### src/rtl/display_buttons_reader.sv
// Scans a 74HC165-style PISO button register and publishes an active-high button word.
// Define DISPLAY_BUTTONS_DEBOUNCE_EN to require two identical consecutive scans before buttons updates.
module display_buttons_reader #(
  parameter int NUM_BITS      = 8,
  parameter int CLK_DIV       = 25,
  parameter int SCAN_INTERVAL = 50000,
  parameter int INVERT_INPUT  = 1
) (
  input  logic                i_clk,
  input  logic                i_reset,
  input  logic                i_enable,
  input  logic                i_shift_out,
  output logic                o_shift_load,
  output logic                o_shift_clkin,
  output logic [NUM_BITS-1:0] o_buttons,
  output logic                o_scan_done,
  output logic                o_changed
);

  localparam int DW = $clog2(CLK_DIV);
  localparam int BW = $clog2(NUM_BITS + 1);
  localparam int IW = (SCAN_INTERVAL > 0) ? $clog2(SCAN_INTERVAL + 1) : 1;
  localparam logic [DW-1:0] DIV_LAST  = DW'(CLK_DIV - 1);
  localparam logic [BW-1:0] BITS_LAST = BW'(NUM_BITS - 1);
  localparam logic [IW-1:0] IDLE_CNT  = IW'(SCAN_INTERVAL);
  localparam logic          INV       = (INVERT_INPUT != 0);

  typedef enum logic [2:0] {
    S_IDLE, S_LOAD, S_SETTLE, S_LOW, S_HIGH, S_PUBLISH
  } state_t;

  state_t              r_state;
  state_t              w_next;
  logic [1:0]          r_sync;
  logic [DW-1:0]       r_div;
  logic [BW-1:0]       r_bits;
  logic [IW-1:0]       r_idle;
  logic [NUM_BITS-1:0] r_shreg;
  logic [NUM_BITS-1:0] r_buttons;
  logic                r_shift_load;
  logic                r_shift_clkin;
  logic                r_scan_done;
  logic                r_changed;
  logic                w_div_last;
  logic                w_idle_expired;
  logic                w_sample;
  logic                w_bit;
  logic                w_update;
  logic                w_publish;

  assign w_div_last     = (r_div == DIV_LAST);
  assign w_idle_expired = (r_idle >= IDLE_CNT);
  assign w_sample       = (r_state == S_LOW) && w_div_last;
  assign w_bit          = r_sync[1] ^ INV;
  assign w_publish      = (r_state == S_PUBLISH);

  always_comb begin
    w_next = r_state;
    case (r_state)
      S_IDLE:    if (w_idle_expired && i_enable) w_next = S_LOAD;
      S_LOAD:    if (w_div_last) w_next = S_SETTLE;
      S_SETTLE:  if (w_div_last) w_next = S_LOW;
      S_LOW:     if (w_div_last) w_next = (r_bits == BITS_LAST) ? S_PUBLISH : S_HIGH;
      S_HIGH:    if (w_div_last) w_next = S_LOW;
      // A zero interval chains straight into the next load.
      S_PUBLISH: w_next = ((SCAN_INTERVAL == 0) && i_enable) ? S_LOAD : S_IDLE;
      default:   w_next = S_IDLE;
    endcase
  end

`ifdef DISPLAY_BUTTONS_DEBOUNCE_EN
  logic [NUM_BITS-1:0] r_prev_raw;

  always_ff @(posedge i_clk or posedge i_reset) begin
    if (i_reset) begin
      r_prev_raw <= '0;
    end else if (w_publish) begin
      r_prev_raw <= r_shreg;
    end
  end

  assign w_update = (r_shreg == r_prev_raw);
`else
  assign w_update = 1'b1;
`endif

  always_ff @(posedge i_clk or posedge i_reset) begin
    if (i_reset) begin
      r_sync        <= '0;
      r_state       <= S_IDLE;
      r_div         <= '0;
      r_bits        <= '0;
      r_idle        <= IDLE_CNT;
      r_shreg       <= '0;
      r_buttons     <= '0;
      r_shift_load  <= 1'b1;
      r_shift_clkin <= 1'b0;
      r_scan_done   <= 1'b0;
      r_changed     <= 1'b0;
    end else begin
      r_sync  <= {r_sync[0], i_shift_out};
      r_state <= w_next;

      if ((w_next != r_state) || (r_state == S_IDLE)) begin
        r_div <= '0;
      end else begin
        r_div <= r_div + DW'(1);
      end

      // Pin outputs are decoded from the next state so they line up with r_state.
      r_shift_load  <= (w_next != S_LOAD);
      r_shift_clkin <= (w_next == S_HIGH);

      if (w_publish) begin
        r_idle <= IW'(1);
      end else if ((r_state == S_IDLE) && !w_idle_expired) begin
        r_idle <= r_idle + IW'(1);
      end

      if (r_state == S_LOAD) begin
        r_bits <= '0;
      end else if (w_sample) begin
        r_shreg <= {r_shreg[NUM_BITS-2:0], w_bit};
        r_bits  <= r_bits + BW'(1);
      end

      r_scan_done <= w_publish;
      r_changed   <= w_publish && w_update && (r_shreg != r_buttons);
      if (w_publish && w_update) begin
        r_buttons <= r_shreg;
      end
    end
  end

  assign o_shift_load  = r_shift_load;
  assign o_shift_clkin = r_shift_clkin;
  assign o_buttons     = r_buttons;
  assign o_scan_done   = r_scan_done;
  assign o_changed     = r_changed;

endmodule
### config.mk
export PLATFORM = sky130hd
export DESIGN_NAME = display_buttons_reader
export DESIGN_NICKNAME = d
export VERILOG_FILES = /design/src/rtl/display_buttons_reader.sv
export SDC_FILE = /design/constraint.sdc
export NUM_CORES = 1
export LEC_CHECK = 0
export BUFFER_PORTS_ARGS = -buffer_cell sky130_fd_sc_hd__buf_2
export CAP_MARGIN = 20
export CORE_MARGIN = 2
export CORE_UTILIZATION = 40
export DETAILED_ROUTE_END_ITERATION = 12
export PLACE_DENSITY = 0.63
export SYNTH_ARGS = -nofsm -noshare
export SYNTH_HDL_FRONTEND = slang
export SYNTH_SLANG_ARGS = --single-unit
### constraint.sdc
create_clock -name i_clk -period 1.5 [get_ports i_clk]
set_input_delay 0.15 -clock i_clk [delete_from_list [all_inputs] [get_ports i_clk]]
set_output_delay 0.15 -clock i_clk [all_outputs]
set_load 0.005 [all_outputs]
==> impl_metrics.ini, run 1 <==
[outcome]
outcome = finished, violations left
violations = negative setup slack

[clock_network]
numCtsBuffers = 5
cts_sinks = 50
clkSlewWorstSetupHoldPaths_ns = 0.09
clock_latency_ns = 0.31
clockBufferDepth = 2
cts_tree = built
cts-root-buf = clkbuf_8
cts.htree.levels = 2

[sta]
period_needed_ns = 1.673
setup_violations = 25
rsz0062_at_grt = true
tightest_slew_ns = 0.4145
period_share = 1.115
hold_viol_final = 0
fin_hold_ws_ns = 0.1235
drv_slew = 0
fin_ws_ns = -0.1726
relSlewSlack = 0.7234
skew_ns = 0.01146
fmax_mhz = 597.9

[floorplan]
initial_core_util = 0.4074
rows = 28
io_pins = 16
die_h_um = 81.20
core_um2 = 5851
die_area_um2 = 6593
die_w_um = 81.20

[logic_synthesis]
ys_seq_area_frac = 0.5286
synthArstFlopShare = 1.000
yosysTopAreaCell = dfrtp_1
synth_cells = 233
synth_edf_count = 0
ys_seq_elements = 50
synth_top_cell_area_share = 0.4514
synthesis.area_um2 = 2384
synth_top_cells_by_count = nand2_1 (45), dfrtp_1 (43), nor2_1 (25)
ys.flop_type = dfrtp_1
avgSynthCellArea_um2 = 10.23
synth.net_count = 242
ys_warn_count = 0
synth.most_common_cell = nand2_1
synth_cell_types = 43
synthTopCellsByArea = dfrtp_1 (45%), dfstp_2 (7.7%), nand2_1 (7.1%)

[setup_path]
worst_r2r_path_depth = 6
regToRegSetupSlack_ns = -0.17
end_kind = flip-flop
crit_type = flip-flop to flip-flop
arrival_ns = 1.88
timing.rr.end = r_idle[11]
crit_fanout = 5
cp-start-kind = flip-flop
crit_required_ns = 1.70
reg2reg_from = r_idle[10]

[pwr]
comb_power_share = 0.019
total_power_w = 0.002181
p_per_area_nw_per_um2 = 679.8
switchingPower_w = 0.0004854
p_int_w = 0.001695
switching_share = 0.2226
power.share.clock = 0.362
pwr-share-seq = 0.620
power_leakage_nw = 1.628
peakVddDrop_mv = 0.4095

[global_route]
grt-ovfl-total = 0
grt_pass1_wl_mm = 8.245
grt_usage = 0.1664
grt_max_degree = 36
antenna_found_initial = 0
grt_pass1_vias = 1753

[drt]
num_vias = 1862
drc = 0
drtIter0Drc = 110
drt_pass1_iterations = 4
routedWlPerCell_um = 13.32
antenna_left = 0
vias_per_cell = 4.926
routed_wl_mm = 5.035

[run]
drv_cap = 0

[placement]
gp_congestion = 0.7720
io_buffers = 15
dp_hpwl_mm = 3.395
dpl_cell_area_um2 = 2858

[final_layout]
diodes = 0
utilization = 0.5483
final_area_um2 = 3208
layout-drive-gt1-share = 0.3795
fin_nets = 311
syn2layout_area_growth_pct = 34.59

[hold_path]
hold_depth = 3
worstHoldEndpoint = r_state[0]
hp-start = i_enable
hold_path.class = input pin to flip-flop
critical path, stage by stage, from the launching register on:
cell and delay (ns):
dfrtp_1 0.43, nor4_4 0.40, o21ai_4 0.14, nor3_4 0.22
buf_4 0.15, a21oi_1 0.05, a31o_1 0.19
worst max-delay path by stage:
stage	startpoint	end	depth (start not counted)	slack (ns)
3_3_place_gp	r_idle[10]	r_idle[7]	5	-0.14
4_1_cts	r_idle[10]	r_idle[12]	5	-0.11
3_5_place_dp	r_idle[10]	r_idle[7]	5	-0.21
2_1_floorplan	r_state[2]	r_shreg[1]	5	-0.06
5_1_grt	r_idle[10]	r_idle[11]	6	-0.25
6_report	r_idle[10]	r_idle[11]	6	-0.17
placed cells by master, fill, tap and decap left out, types with 3 or more instances in the layout:
| cell type | Yosys | routed |
|---|---|---|
| a21oi_1 | 6 | 6 |
| buf_12 | 0 | 4 |
| buf_2 | 5 | 15 |
| buf_4 | 0 | 44 |
| buf_6 | 0 | 5 |
| clkbuf_8 | 0 | 5 |
| dfrtp_1 | 43 | 42 |
| dfstp_2 | 7 | 7 |
| ha_1 | 5 | 4 |
| inv_1 | 9 | 7 |
| mux2_4 | 0 | 8 |
| mux2i_1 | 6 | 6 |
| nand2_1 | 45 | 43 |
| nand3_1 | 8 | 7 |
| nand4_1 | 3 | 3 |
| nor2_1 | 25 | 22 |
| nor2_2 | 1 | 3 |
| nor3_1 | 4 | 4 |
| xnor2_1 | 7 | 7 |
| xor2_1 | 12 | 12 |
flip-flops by register name (all words and copies together) (netlist names):
signal and cells:
r_state 3, r_sync 2, o_changed 1, r_idle 16, o_shift_load 1, o_shift_clkin 1, o_scan_done 1, r_shreg 8
o_buttons 8, r_div 5, r_bits 4
layer usage:
| metal | global-route usage | vias to the layer above | wire length [um] |
|---|---|---|---|
| li1 | - | 926 | - |
| met1 | 0.2175 | 905 | 2360 |
| met2 | 0.2669 | 24 | 2425 |
| met3 | 0.04556 | 7 | 154 |
| met4 | 0.05593 | 0 | 95 |
| met5 | 0 | - | 0 |
final cells by class:
cell class,count,area [um2]
flip-flops and latches,50,1261
fillers,496,2643
repair buffers,70,561.8
multi-input cells,165,1166
well taps,75,93.84
clock buffers,6,72.57
inverters,10,38.79
clock inverters,2,13.76
power groups by stage:
stage / Clock, W / Combinational (W) / Sequential, W
finish: 0.000789 / 0.0000408 / 0.00135
global route: 0.000878 / 0.0000475 / 0.00135
CTS: 0.000815 / 0.0000430 / 0.00135
detailed placement: 0 / 0.0000391 / 0.00138
global placement: 0 / 0.0000387 / 0.00138
floorplan: 0 / 0.0000196 / 0.00138
through the flow:
step | std cells | setup TNS (ns) | setup slack (ns)
final | 378 | -2.401 | -0.1726
after CTS | 371 | -1.274 | -0.1132
after global placement | 355 | -1.386 | -0.1408
after global routing | 378 | -5.795 | -0.2544
after floorplan | 233 | -0.3123 | -0.06044
after detailed placement | 355 | -1.824 | -0.2129
what timing repair did:
action / in CTS / in global routing
endpoints found under the hold margin: 15 / 0
gates resized for setup: 17 / 12
endpoints found under the setup margin: 33 / 44
hold buffers: 2 / 0
pin swaps: 7 / 14
setup buffers: 6 / 7
kinds of logic (layout without fill, tap and decap cells):
logic type,Yosys count,after routing,share of synthesized area
compound gates,25,25,0.07559
flops,50,50,0.5286
fa+ha+maj,5,5,0.02625
mux,14,14,0.06299
xor+xnor,19,19,0.06982
simple gates,102,102,0.2058
buf+inv,18,88,0.03097
Power figures use the tool's default switching activity.
==> run 2: changes to the inputs <==
--- a/config.mk
+++ b/config.mk
@@ -5,12 +5,13 @@
 export SDC_FILE = /design/constraint.sdc
 export NUM_CORES = 1
 export LEC_CHECK = 0
+export ABC_AREA = 1
 export BUFFER_PORTS_ARGS = -buffer_cell sky130_fd_sc_hd__buf_2
 export CAP_MARGIN = 20
 export CORE_MARGIN = 2
 export CORE_UTILIZATION = 40
 export DETAILED_ROUTE_END_ITERATION = 12
-export PLACE_DENSITY = 0.63
+export PLACE_DENSITY = 0.62
 export SYNTH_ARGS = -nofsm -noshare
 export SYNTH_HDL_FRONTEND = slang
 export SYNTH_SLANG_ARGS = --single-unit
==> impl_metrics.ini, run 2 <==
[floorplan]
initial_core_util = 0.4167
rows = 29
die_h_um = 85.57
die_area_um2 = 7321
die_w_um = 85.57
io_pins = 16
core_um2 = 6386

[logic_synthesis]
synthTopCellsByArea = dfrtp_1 (40%), nand2_1 (9.4%), dfstp_2 (6.9%)
avgSynthCellArea_um2 = 8.530
synth_top_cell_area_share = 0.4043
synth.net_count = 321
synthArstFlopShare = 1.000
ys_seq_area_frac = 0.4734
ys_seq_elements = 50
synth_cells = 312
synthesis.area_um2 = 2661
ys.flop_type = dfrtp_1
yosysTopAreaCell = dfrtp_1
synth_edf_count = 0
synth_top_cells_by_count = nand2_1 (67), dfrtp_1 (43), inv_1 (38)
synth.most_common_cell = nand2_1
ys_warn_count = 0
synth_cell_types = 33

[sta]
fin_ws_ns = 0.006350
rsz0062_at_grt = true
fmax_mhz = 669.5
setup_violations = 0
tightest_slew_ns = 0.3225
hold_viol_final = 0
period_needed_ns = 1.494
relSlewSlack = 0.7833
drv_slew = 0
skew_ns = 0.009489
period_share = 0.9958

[drt]
routedWlPerCell_um = 12.71
vias_per_cell = 4.914
drtIter0Drc = 164
antenna_left = 0
routed_wl_mm = 5.620
num_vias = 2172
drt_pass1_iterations = 4
drc = 0

[final_layout]
layout_common_cells = nand2_1 (59), dfrtp_1 (42), inv_1 (33)
diodes = 0
regArea_um2 = 1261
final_area_um2 = 3324
fin_nets = 373
fillCellCount = 594
top_register = r_idle
largest_reg_flops = 16
utilization = 0.5206
multi_input_area_um2 = 1267
syn2layout_area_growth_pct = 24.92
final_common_cell = nand2_1
layout-drive-gt1-share = 0.3452
final_cells = 442

[clock_network]
cts_tree = built
clockBufferDepth = 2
clkSlewWorstSetupHoldPaths_ns = 0.10
clock_latency_ns = 0.30
cts_sinks = 50
cts.htree.levels = 2
numCtsBuffers = 5
cts-root-buf = clkbuf_8

[placement]
dp_slack_ns = -0.02188
gp_congestion = 0.8565
dp_hpwl_mm = 3.772
dpl_cell_area_um2 = 2944
dp_cells = 419
io_buffers = 15

[global_route]
grt_max_degree = 51
antenna_found_initial = 0
grt_usage = 0.1544
grt_pass1_wl_mm = 9.011
grt_pass1_vias = 1962
grt-ovfl-total = 0

[hold_path]
hold_path.class = input pin to flip-flop

[setup_path]
end_kind = flip-flop
crit_fanout = 6
arrival_ns = 1.73
cp-start-kind = flip-flop
crit_type = flip-flop to flip-flop
crit_required_ns = 1.74

[pwr]
total_power_w = 0.002377
peakVddDrop_mv = 0.4363
power_leakage_nw = 1.586
p_per_area_nw_per_um2 = 714.9

[run]
drv_cap = 0

[outcome]
outcome = completed
-- run 2: changes by cell type after synthesis, moves of 7 or more --
| cell | change |
|---|---|
| inv_1 | +29 |
| mux2_2 | -8 |
| nand2_1 | +22 |
| nand3_1 | +15 |
| nand4_1 | +7 |
| o21ai_0 | +9 |
| o21ai_2 | +14 |
-- run 2: worst max-delay path: stages, from the launching register on --
cell      delay [ns]
dfrtp_1         0.45
inv_2           0.07
buf_6           0.12
nor3_4          0.23
clkinv_4        0.17
buf_6           0.17
buf_4           0.13
o21ai_2         0.09
-- run 2: final cells by class --
cell class,instances,area share
clock buffers,5,0.02070
clock inverters,3,0.01430
inverters,45,0.05457
multi-input cells,211,0.3813
flip-flops and latches,50,0.3794
well taps,77,0.02898
repair buffers,51,0.1208
-- run 2: logic make-up (layout without fill, tap and decap cells) --
logic type	Yosys count	in the layout	share of synthesized area
flops	50	50	0.4734
buf+inv	51	104	0.08650
xor+xnor	9	9	0.02962
simple gates	154	154	0.2797
fa+ha+maj	5	5	0.02351
compound gates	43	43	0.1072
-- run 2: through the flow --
step	TNS, ns	hold WS (ns)
floorplan	0	0.1814
global placement	0	0.2174
detailed placement	-0.02188	0.2178
CTS	0	0.1619
global route	-0.6019	0.2028
finish	0	0.1648
-- run 2: timing repair --
action,in CTS,in global routing
resized for setup,3,42
setup endpoints to repair,4,32
hold buffers,2,0
buffers inserted,1,13
pin swaps,0,14
hold endpoints to repair,44,0
-- run 2: final timing paths --
| kind | startpoint | cells past startpoint | end | slack [ns] |
|---|---|---|---|---|
| hold / removal | i_enable | 4 | o_shift_load | 0.16 |
| setup / recovery | r_state[0] | 7 | o_buttons[5] | 0.006 |
| hold reg to reg | r_sync[0] | 0 | r_sync[1] | 0.36 |
| min in group asynchronous | i_reset | 4 | r_idle[13] | 0.42 |
| setup reg to reg | r_state[0] | 7 | o_buttons[5] | 0.006 |
| max in group asynchronous | i_reset | 4 | r_idle[4] | 0.78 |
-- run 2: per-layer routing --
metal / GRT usage / part of all wire / vias up
li1: - / - / 1127
met1: 0.2269 / 0.49 / 1018
met2: 0.2365 / 0.49 / 25
met3: 0.02887 / 0.021 / 2
met4: 0.03896 / 0.0053 / 0
met5: 0 / 0 / -
-- run 2: where the power goes --
group | internal (W) | leakage, nW | switching (W) | total [W]
Combinational | 0.0000121 | 0.873 | 0.0000284 | 0.0000405
Clock | 0.000506 | 0.0587 | 0.000479 | 0.000985
Sequential | 0.00135 | 0.654 | 0.000000628 | 0.00135
Total | 0.00187 | 1.59 | 0.000508 | 0.00238
